--- src/rtl/mem_arb_pkg.sv ---
// mem_arb_pkg: shared defaults and types for the memory port arbiter.
package mem_arb_pkg;
    localparam int NREQ_D = 4;
    localparam int AW_D = 6;
    localparam int DW_D = 8;
    localparam int IDW = $clog2(NREQ_D);
    typedef struct packed {
        logic wr;
        logic [AW_D-1:0] addr;
        logic [DW_D-1:0] wdata;
    } mem_cmd_t;
endpackage

--- src/rtl/mem_port_arbiter_rr_pick.sv ---
// rr_pick: combinational rotating-priority picker, first set bit at or after ptr wins.
module rr_pick
    import mem_arb_pkg::*;
#(
    parameter int NREQ = NREQ_D,
    parameter int IW = $clog2(NREQ_D)
) (
    input  logic [NREQ-1:0] req,
    input  logic [IW-1:0]   ptr,
    output logic [NREQ-1:0] gnt,
    output logic [IW-1:0]   idx,
    output logic            any
);
    always_comb begin
        idx = '0;
        // Scan from farthest to nearest so the closest set bit to ptr is written last.
        for (int k = NREQ - 1; k >= 0; k--)
            if (req[(int'(ptr) + k) % NREQ]) idx = IW'((int'(ptr) + k) % NREQ);
        any = |req;
        gnt = any ? NREQ'(1) << idx : '0;
    end
endmodule

--- src/rtl/mem_port_arbiter.sv ---
// mem_port_arbiter: round-robin sharing of one synchronous single-port memory among NREQ requesters.
module mem_port_arbiter
    import mem_arb_pkg::*;
#(
    parameter int NREQ = NREQ_D,
    parameter int AW = AW_D,
    parameter int DW = DW_D
) (
    input  logic                     clk,
    input  logic                     rst,
    input  logic [NREQ-1:0]          req,
    input  logic [NREQ-1:0]          req_wr,
    input  logic [NREQ*AW-1:0]       req_addr,
    input  logic [NREQ*DW-1:0]       req_wdata,
    output logic [NREQ-1:0]          gnt,
    output logic                     mem_en,
    output logic                     mem_wr,
    output logic [AW-1:0]            mem_addr,
    output logic [DW-1:0]            mem_wdata,
    input  logic [DW-1:0]            mem_rdata,
    output logic                     rvalid,
    output logic [$clog2(NREQ)-1:0]  rid,
    output logic [DW-1:0]            rdata
);
    localparam int IW = $clog2(NREQ);
    logic [IW-1:0] ptr, idx, rd_id;
    logic [NREQ-1:0] pick;
    logic any, rd_pend;

    rr_pick #(.NREQ(NREQ), .IW(IW)) u_pick (
        .req(req),
        .ptr(ptr),
        .gnt(pick),
        .idx(idx),
        .any(any)
    );

    assign gnt = rst ? '0 : pick;
    assign rdata = mem_rdata;

    // rd_pend tracks the command stage; rvalid/rid are one stage later to meet the memory's read data.
    always_ff @(posedge clk or posedge rst)
        if (rst) begin
            ptr <= '0;
            mem_en <= 1'b0;
            mem_wr <= 1'b0;
            mem_addr <= '0;
            mem_wdata <= '0;
            rd_pend <= 1'b0;
            rd_id <= '0;
            rvalid <= 1'b0;
            rid <= '0;
        end else begin
            mem_en <= any;
            rd_pend <= any && !req_wr[idx];
            rvalid <= rd_pend;
            rid <= rd_id;
            if (any) begin
                ptr <= IW'((int'(idx) + 1) % NREQ);
                mem_wr <= req_wr[idx];
                mem_addr <= req_addr[int'(idx)*AW +: AW];
                mem_wdata <= req_wdata[int'(idx)*DW +: DW];
                rd_id <= idx;
            end
        end
endmodule

--- config.mk ---
export PLATFORM = sky130hd
export DESIGN_NAME = mem_port_arbiter
export DESIGN_NICKNAME = d
export VERILOG_FILES = /design/src/rtl/mem_arb_pkg.sv /design/src/rtl/mem_port_arbiter_rr_pick.sv /design/src/rtl/mem_port_arbiter.sv
export SDC_FILE = /design/constraint.sdc
export NUM_CORES = 1
export LEC_CHECK = 0
export CAP_MARGIN = 20
export CELL_PAD_IN_SITES_DETAIL_PLACEMENT = 0
export CELL_PAD_IN_SITES_GLOBAL_PLACEMENT = 1
export CORE_AREA = 5 5 84 86
export CTS_CLUSTER_DIAMETER = 80
export CTS_CLUSTER_SIZE = 20
export DETAILED_ROUTE_END_ITERATION = 12
export DIE_AREA = 0 0 89 91
export PLACE_DENSITY_LB_ADDON = 0.05
export SYNTH_ARGS = -nofsm -noshare
export SYNTH_HDL_FRONTEND = slang
export SYNTH_SLANG_ARGS = --single-unit
export TNS_END_PERCENT = 1
--- constraint.sdc ---
create_clock -name clk -period 2.1 [get_ports clk]
set_clock_uncertainty 0.1 [all_clocks]
set_input_delay 0.42 -clock clk [delete_from_list [all_inputs] [get_ports clk]]
set_output_delay 0.42 -clock clk [all_outputs]
set_load 0.02 [all_outputs]
==> impl_results.md, run 1 <==
- Slew Limit Headroom: roughly three quarters
- # diodes: 0
- Post-DRT Antenna Nets: 0
- Least-Margin Pin Slew: just under 400 ps
- Worst-path fanout max: 5
- Boundary Pins: 105
- Seq pwr share: 26.8%
- Synthesized area: ~0.0015 sq mm
- Placer's final routability congestion estimate: slightly above 0.8
- P per Cell Area: 1140 mW/mm^2
- Hold-fix buffers, CTS: 0
- WP data arrival: 1610 ps
- Reg2reg path depth: 6
- Clock buffer depth: 2
- Leak Pwr: 1.09 nW
- Maximum VDD drop: 0.441 mV
- WL/cell: 16.8 um
- Multi-input gate area: a little under 800 sq um
- Dpl ws: -944 ps
- Failing checks: setup timing
- Vias in the first global route: 1742
- Row count: 29
- Syn Area/Cell: 10.0 sq um
- P_sw: around 1.2 mW
- Status: complete, but fails checks
- Tmin final: 2130 ps
- Nets: 323
- Hold slack: 288 ps
- Max Cap Viol: 0
- Initial antenna violation count: 0
- Crit Path Category: input port to output port
- Die height: 91 um
- DRC: 0
- Fmax: 0.470 GHz
- Final WS setup: -26.0 ps
- Die ar.: 0.00810 sq mm
- Internal: 1.83 mW
- Final Hold Fails: 0
- Largest net degree at the start of global routing: 28
- Synthesized instance count: 145
- Register area: approximately 600 sq um
- Total gr overflow: 0
- Leading cell type in the layout, fill and taps excluded: clkdlybuf4s50_1
- CTS root buffer: clkbuf_8
- Tcrit/Tclk final: 101%
- Total GRT Usage: 14.0%
- Critical path's largest stage delay: 370 ps
- WHS Path Cells: 0
- Core Util, Final: approximately 43%
- Synth unique cells: 33
- First-pass GRT wire length: 9020 um
- Yosys warns: 0
- Clock latency on the worst-skew pair: approximately 260 ps
- H-tree depth: 1
- PortBufs: a little under 90
- DRT iter0 DRCs: 50
- Clock-pin transition on the worst setup and hold timing paths: 90 ps
- Crit end category: output port
- Switching share of total power: 39.4%
- Tightest Hold Check Type: flop to flop
- R2R Setup Slk: 160 ps
- Clk pwr share: between 10% and 20%
- Share of post-route cells with drive strength above 1: 24.6%
- Final Max Slew Viols: 0
- CP max-delay cell: or3_4
- Crit-path cells: buf_2 -> nor2b_2 -> o21a_1 -> or3_4 -> nor3_2 -> buf_4
- Register area share after synthesis: between 40% and 50%
- Synth Net Count: between 200 and 250
- Fill count: 618
- DRT Pass-1 Iters: 4
- Starting Density: 23.4%
- Post-DR vias/cell: 4.71
- Final WL: 5450 um
- Logic pwr share: 59.5%
- TritonCTS Buffers: 3
- Startpoint class of the critical path: input port
- Required time of the critical path: 1580 ps
- Most frequent cells in the layout: 80 x clkdlybuf4s50_1, 30 x buf_4, 23 x dfrtp_1, 15 x mux2i_1
- Final HPWL DP: 4350 um
- RSZ-0062 raised after global routing: true
- Die X-Extent: 89 um
- Final TNS setup: -33.3 ps
- Setup violators final: 2
- Layout area overhead: 82.6%
- Via count: 1530
- CTS tree: built
- Synthesized flop and latch total: 24
- Core Region: 0.00620 sq mm
- Num Clock Sinks: 24
-- through the flow --
step	cells	cell area [sq um]	power [mW]
2_1_floorplan	145	1470	1.79
3_3_place_gp	318	2520	2.55
3_5_place_dp	318	2520	2.57
4_1_cts	324	2650	3.06
5_1_grt	325	2650	3.24
6_report	325	2650	3.03
-- cell families (layout without fill, tap and decap cells) --
kind of cell,Yosys count,in the layout,share of synthesized area [%]
DFF,24,24,41.3
and+or+nand+nor,44,44,14.9
muxes,15,15,10.3
AOI/OAI and AO/OA,41,41,22.8
xor gates and xnor gates,1,1,0.603
buffers and inverters,20,123,9.99
-- synthesized netlist by cell type --
cell type,instances,area [sq um]
dfrtp_1,24,601
mux2i_1,15,150
nand2_1,11,41.3
nor2_1,11,41.3
a32oi_1,8,70.1
buf_4,8,60.1
nand3_1,8,40.0
o211ai_1,8,60.1
a21oi_1,7,35.0
nor3_1,5,25.0
a221oi_2,4,60.1
clkbuf_1,4,15.0
a211oi_1,3,22.5
buf_6,3,33.8
a221oi_1,2,17.5
inv_1,2,7.51
nor2b_1,2,12.5
o21a_1,2,15.0
o21ai_0,2,10.0
o31a_1,2,17.5
or2_2,2,12.5
a21o_1,1,7.51
a21oi_2,1,8.76
buf_12,1,20.0
buf_2,1,5.00
clkinv_1,1,3.75
nand2b_1,1,6.26
nor2b_4,1,13.8
nor3_2,1,10.0
o31ai_1,1,7.51
or2b_1,1,7.51
or3_1,1,6.26
xnor2_1,1,8.76
-- what timing repair did --
action,CTS,global route
setup endpoints to repair,21,9
gates cloned,0,0
pin swaps,6,4
resized for setup,47,3
buffers inserted,2,1
-- final cells by class --
type                       instances  area share [%]
timing repair buffer             116            40.8
tap                               77            3.63
clock inverter                     1            1.13
sequential                        24            22.7
multi-input combinational        101            29.8
clock buffer                       3            1.56
inverter                           3           0.425
-- metal layers --
| metal | vias up | track usage (%) | wire [um] |
|---|---|---|---|
| met5 | - | 0 | 0 |
| met2 | 52 | 24.6 | 2810 |
| met1 | 738 | 17.3 | 2170 |
| li1 | 736 | - | - |
| met3 | 4 | 3.26 | 413 |
| met4 | 0 | 2.48 | 48 |
-- sequential cells by signal, indices dropped and copies added (netlist names) --
| register | flops |
|---|---|
| rd_id | 2 |
| ptr | 2 |
| rid | 2 |
| mem_wr | 1 |
| mem_wdata | 8 |
| rd_pend | 1 |
| mem_addr | 6 |
| mem_en | 1 |
| rvalid | 1 |
-- worst max-delay path, delay by kind of cell --
| family | cells | cell delay, ps |
|---|---|---|
| buffers and inverters | 2 | 310 |
| AOI/OAI and AO/OA | 1 | 200 |
| and+or+nand+nor | 3 | 670 |
-- final timing paths --
| check | start | endpoint |
|---|---|---|
| max in group asynchronous | rst | mem_addr[1] |
| worst min-delay path | rd_id[1] | rid[1] |
| worst max-delay path | req[2] | gnt[3] |
| worst max register to register | ptr[0] | mem_addr[3] |
| worst min register to register | rd_id[1] | rid[1] |
| min in group asynchronous | rst | rd_pend |
-- power by group through the flow --
| stage | clock (mW) | sequential, mW | combinational (mW) |
|---|---|---|---|
| floorplan | 0 | 1.01 | 0.786 |
| global placement | 0 | 0.811 | 1.74 |
| detailed placement | 0 | 0.813 | 1.76 |
| CTS | 0.427 | 0.814 | 1.81 |
| global route | 0.445 | 0.841 | 1.95 |
| finish | 0.413 | 0.813 | 1.80 |
No activity file was read; power rests on OpenSTA's default activity.
==> run 2: changes to the inputs <==
Settings changed: SLEW_MARGIN set to 15.
==> results of run 2 <==
The final DEF is identical to that of run 1; final timing and power are the same.
==> run 3: changes to the inputs <==
Settings changed: CORE_AREA 5 5 84 86 to 2 2 81 83, DIE_AREA 0 0 89 91 to 0 0 83 85.
==> impl_results.md, run 3 (synthesis results as in run 1) <==
- Status: complete, but fails checks (unchanged)
- Failing checks: setup timing (unchanged)
- RSZ-0062 raised after global routing: true (unchanged)
- Crit Path Category: input port to output port (unchanged)
- Slew Limit Headroom: 72.4% (was 74.0%)
- Die X-Extent: 83 um (was 89 um)
- Final TNS setup: -64.8 ps (was -33.3 ps)
- Final HPWL DP: 4040 um (was 4350 um)
- Clock-pin transition on the worst setup and hold timing paths: 80 ps (was 90 ps)
- Nets: 319 (was 323)
- Non-Filler Instances: 321 (was 325)
- Clock buffer depth: 2 (unchanged)
- Post-DRT Antenna Nets: 0 (unchanged)
- WP data arrival: 1610 ps (about the same)
- H-tree depth: 1 (unchanged)
- # diodes: 0 (unchanged)
- Reg2reg end: mem_addr[3] (unchanged)
- Max Cap Viol: 0 (unchanged)
- PortBufs: 88 (unchanged)
- WL/cell: 15.9 um (was 16.8 um)
- Clock latency on the worst-skew pair: 270 ps (was 260 ps)
- Via count: 1505 (was 1530)
- Tightest Hold Check Type: flop to flop (unchanged)
- Placer's final routability congestion estimate: 0.757 (was 0.824)
- R2R Setup Slk: 170 ps (was 160 ps)
- Die ar.: 0.00706 sq mm (was 0.00810 sq mm)
- Hold Crit Start: rd_pend (was rd_id[1])
- Most frequent CP cell: buf_4
- Worst-path fanout max: 4 (was 5)
- Tcrit/Tclk final: 102% (was 101%)
- Final Hold Fails: 0 (unchanged)
- Leading cell type in the layout, fill and taps excluded: clkdlybuf4s50_1 (unchanged)
- CTS root buffer: clkbuf_8 (unchanged)
- Reg with most FFs: mem_wdata (unchanged)
- CTS tree: built (unchanged)
- Most frequent cells in the layout: 80 x clkdlybuf4s50_1, 25 x buf_4, 23 x dfrtp_1, 15 x mux2i_1 (was 80 x clkdlybuf4s50_1, 30 x buf_4, 23 x dfrtp_1, 15 x mux2i_1)
- Startpoint class of the critical path: input port (unchanged)
- Largest net degree at the start of global routing: 18 (was 28)
- Post-place instance area: 0.00248 sq mm (was 0.00252 sq mm)
- Maximum VDD drop: 0.433 mV (was 0.441 mV)
- Reg2reg start: ptr[0] (unchanged)
- Initial antenna violation count: 0 (unchanged)
- TritonCTS Buffers: 3 (unchanged)
- DRT iter0 DRCs: 34 (was 50)
- Core Region: 0.00620 sq mm (unchanged)
- Cells after DPL: 314 (was 318)
- Hold Path End: rvalid (was rid[1])
- Starting Density: 23.4% (unchanged)
- Row count: 29 (unchanged)
- Max FFs per register: 8 (unchanged)
- Share of post-route cells with drive strength above 1: 23.0% (was 24.6%)
- Required time of the critical path: 1580 ps (about the same)
- First-pass GRT wire length: 8420 um (was 9020 um)
- P per Cell Area: 1150 mW/mm^2 (was 1140 mW/mm^2)
- Least-Margin Pin Slew: 414 ps (was 390 ps)
- Die height: 85 um (was 91 um)
- Crit end category: output port (unchanged)
- Fmax: 0.469 GHz (was 0.470 GHz)
- Biggest regs: mem_wdata x8, mem_addr x6 (unchanged)
- Setup violators final: 3 (was 2)
- CP max-delay cell: dlygate4sd2_1 (was or3_4)
- Layout area overhead: 79.7% (was 82.6%)
- Tmin final: 2130 ps (about the same)
- Crit-path cells: dlygate4sd2_1 -> buf_4 -> o21a_1 -> or2_4 -> nor3_2 -> buf_4 (was buf_2 -> nor2b_2 -> o21a_1 -> or3_4 -> nor3_2 -> buf_4)
- Hold-fix buffers, CTS: 0 (unchanged)
- Vias in the first global route: 1694 (was 1742)
- Boundary Pins: 105 (unchanged)
- Final WL: 5090 um (was 5450 um)
- Leak Pwr: 1.07 nW (was 1.09 nW)
- Total gr overflow: 0 (unchanged)
- Reg2reg path depth: 7 (was 6)
- Critical path's largest stage delay: 270 ps (was 370 ps)
- DRT Pass-1 Iters: 2 (was 4)
- Final WS setup: -34.1 ps (was -26.0 ps)
- Num Clock Sinks: 24 (unchanged)
- Post-DR vias/cell: 4.69 (was 4.71)
- Total GRT Usage: 14.5% (was 14.0%)
- Final Max Slew Viols: 0 (unchanged)
- Final instance area: 0.00261 sq mm (was 0.00265 sq mm)
- WHS Path Cells: 0 (unchanged)
- DRC: 0 (unchanged)
==> run 3: how the worst max path moves through the flow <==
stage | startpoint | to | slack (ps) | cells after the start
finish | req[1] | gnt[3] | -30 | 6
global route | ptr[0] | gnt[3] | -90 | 5
CTS | ptr[0] | gnt[3] | -130 | 5
detailed placement | req[2] | gnt[1] | -900 | 6
global placement | req[2] | gnt[1] | -870 | 6
floorplan | req[0] | gnt[2] | -80 | 5
==> run 3: layer usage <==
metal  GRT usage, %  part of all wire, %  up-vias
met5              0                    0        -
met4           3.13                 0.47        0
met3           3.21                  5.8        2
met2           27.1                   53       46
met1           17.2                   41      726
li1               -                    -      731
==> run 3: metrics by stage <==
stage | power [mW] | util, % | hold slack, ps | worst slack [ps]
after floorplan | 1.79 | - | 231 | -76.0
after global placement | 2.52 | 40.0 | 239 | -873
after detailed placement | 2.55 | 40.0 | 236 | -902
after CTS | 3.00 | 41.4 | 257 | -128
after global routing | 3.20 | 42.1 | 265 | -92.8
final | 3.01 | 42.1 | 254 | -34.1
==> run 3: timing repair <==
action / CTS / global route
setup buffers: 1 / 2
setup endpoints to repair: 21 / 10
pin swaps: 5 / 6
gates resized for setup: 38 / 10
==> run 3: critical path, delay by kind of cell <==
kind / cells / cell delay (ps)
simple gates: 2 / 420
buf+inv: 3 / 590
compound gates: 1 / 190
==> run 3: layout make-up <==
class / instances / area (sq um)
clock inverters: 1 / 30.0
clock buffers: 3 / 41.3
multi-input cells: 101 / 790
fillers: 612 / 3590
flip-flops and latches: 24 / 602
well taps: 77 / 96.3
repair buffers: 112 / 1040
inverters: 3 / 11.3
==> run 3: power by group <==
part           internal (mW)  switching [mW]  leakage [nW]
clock network          0.255           0.153        0.0357
logic                  0.889           0.910         0.753
registers              0.679           0.127         0.278
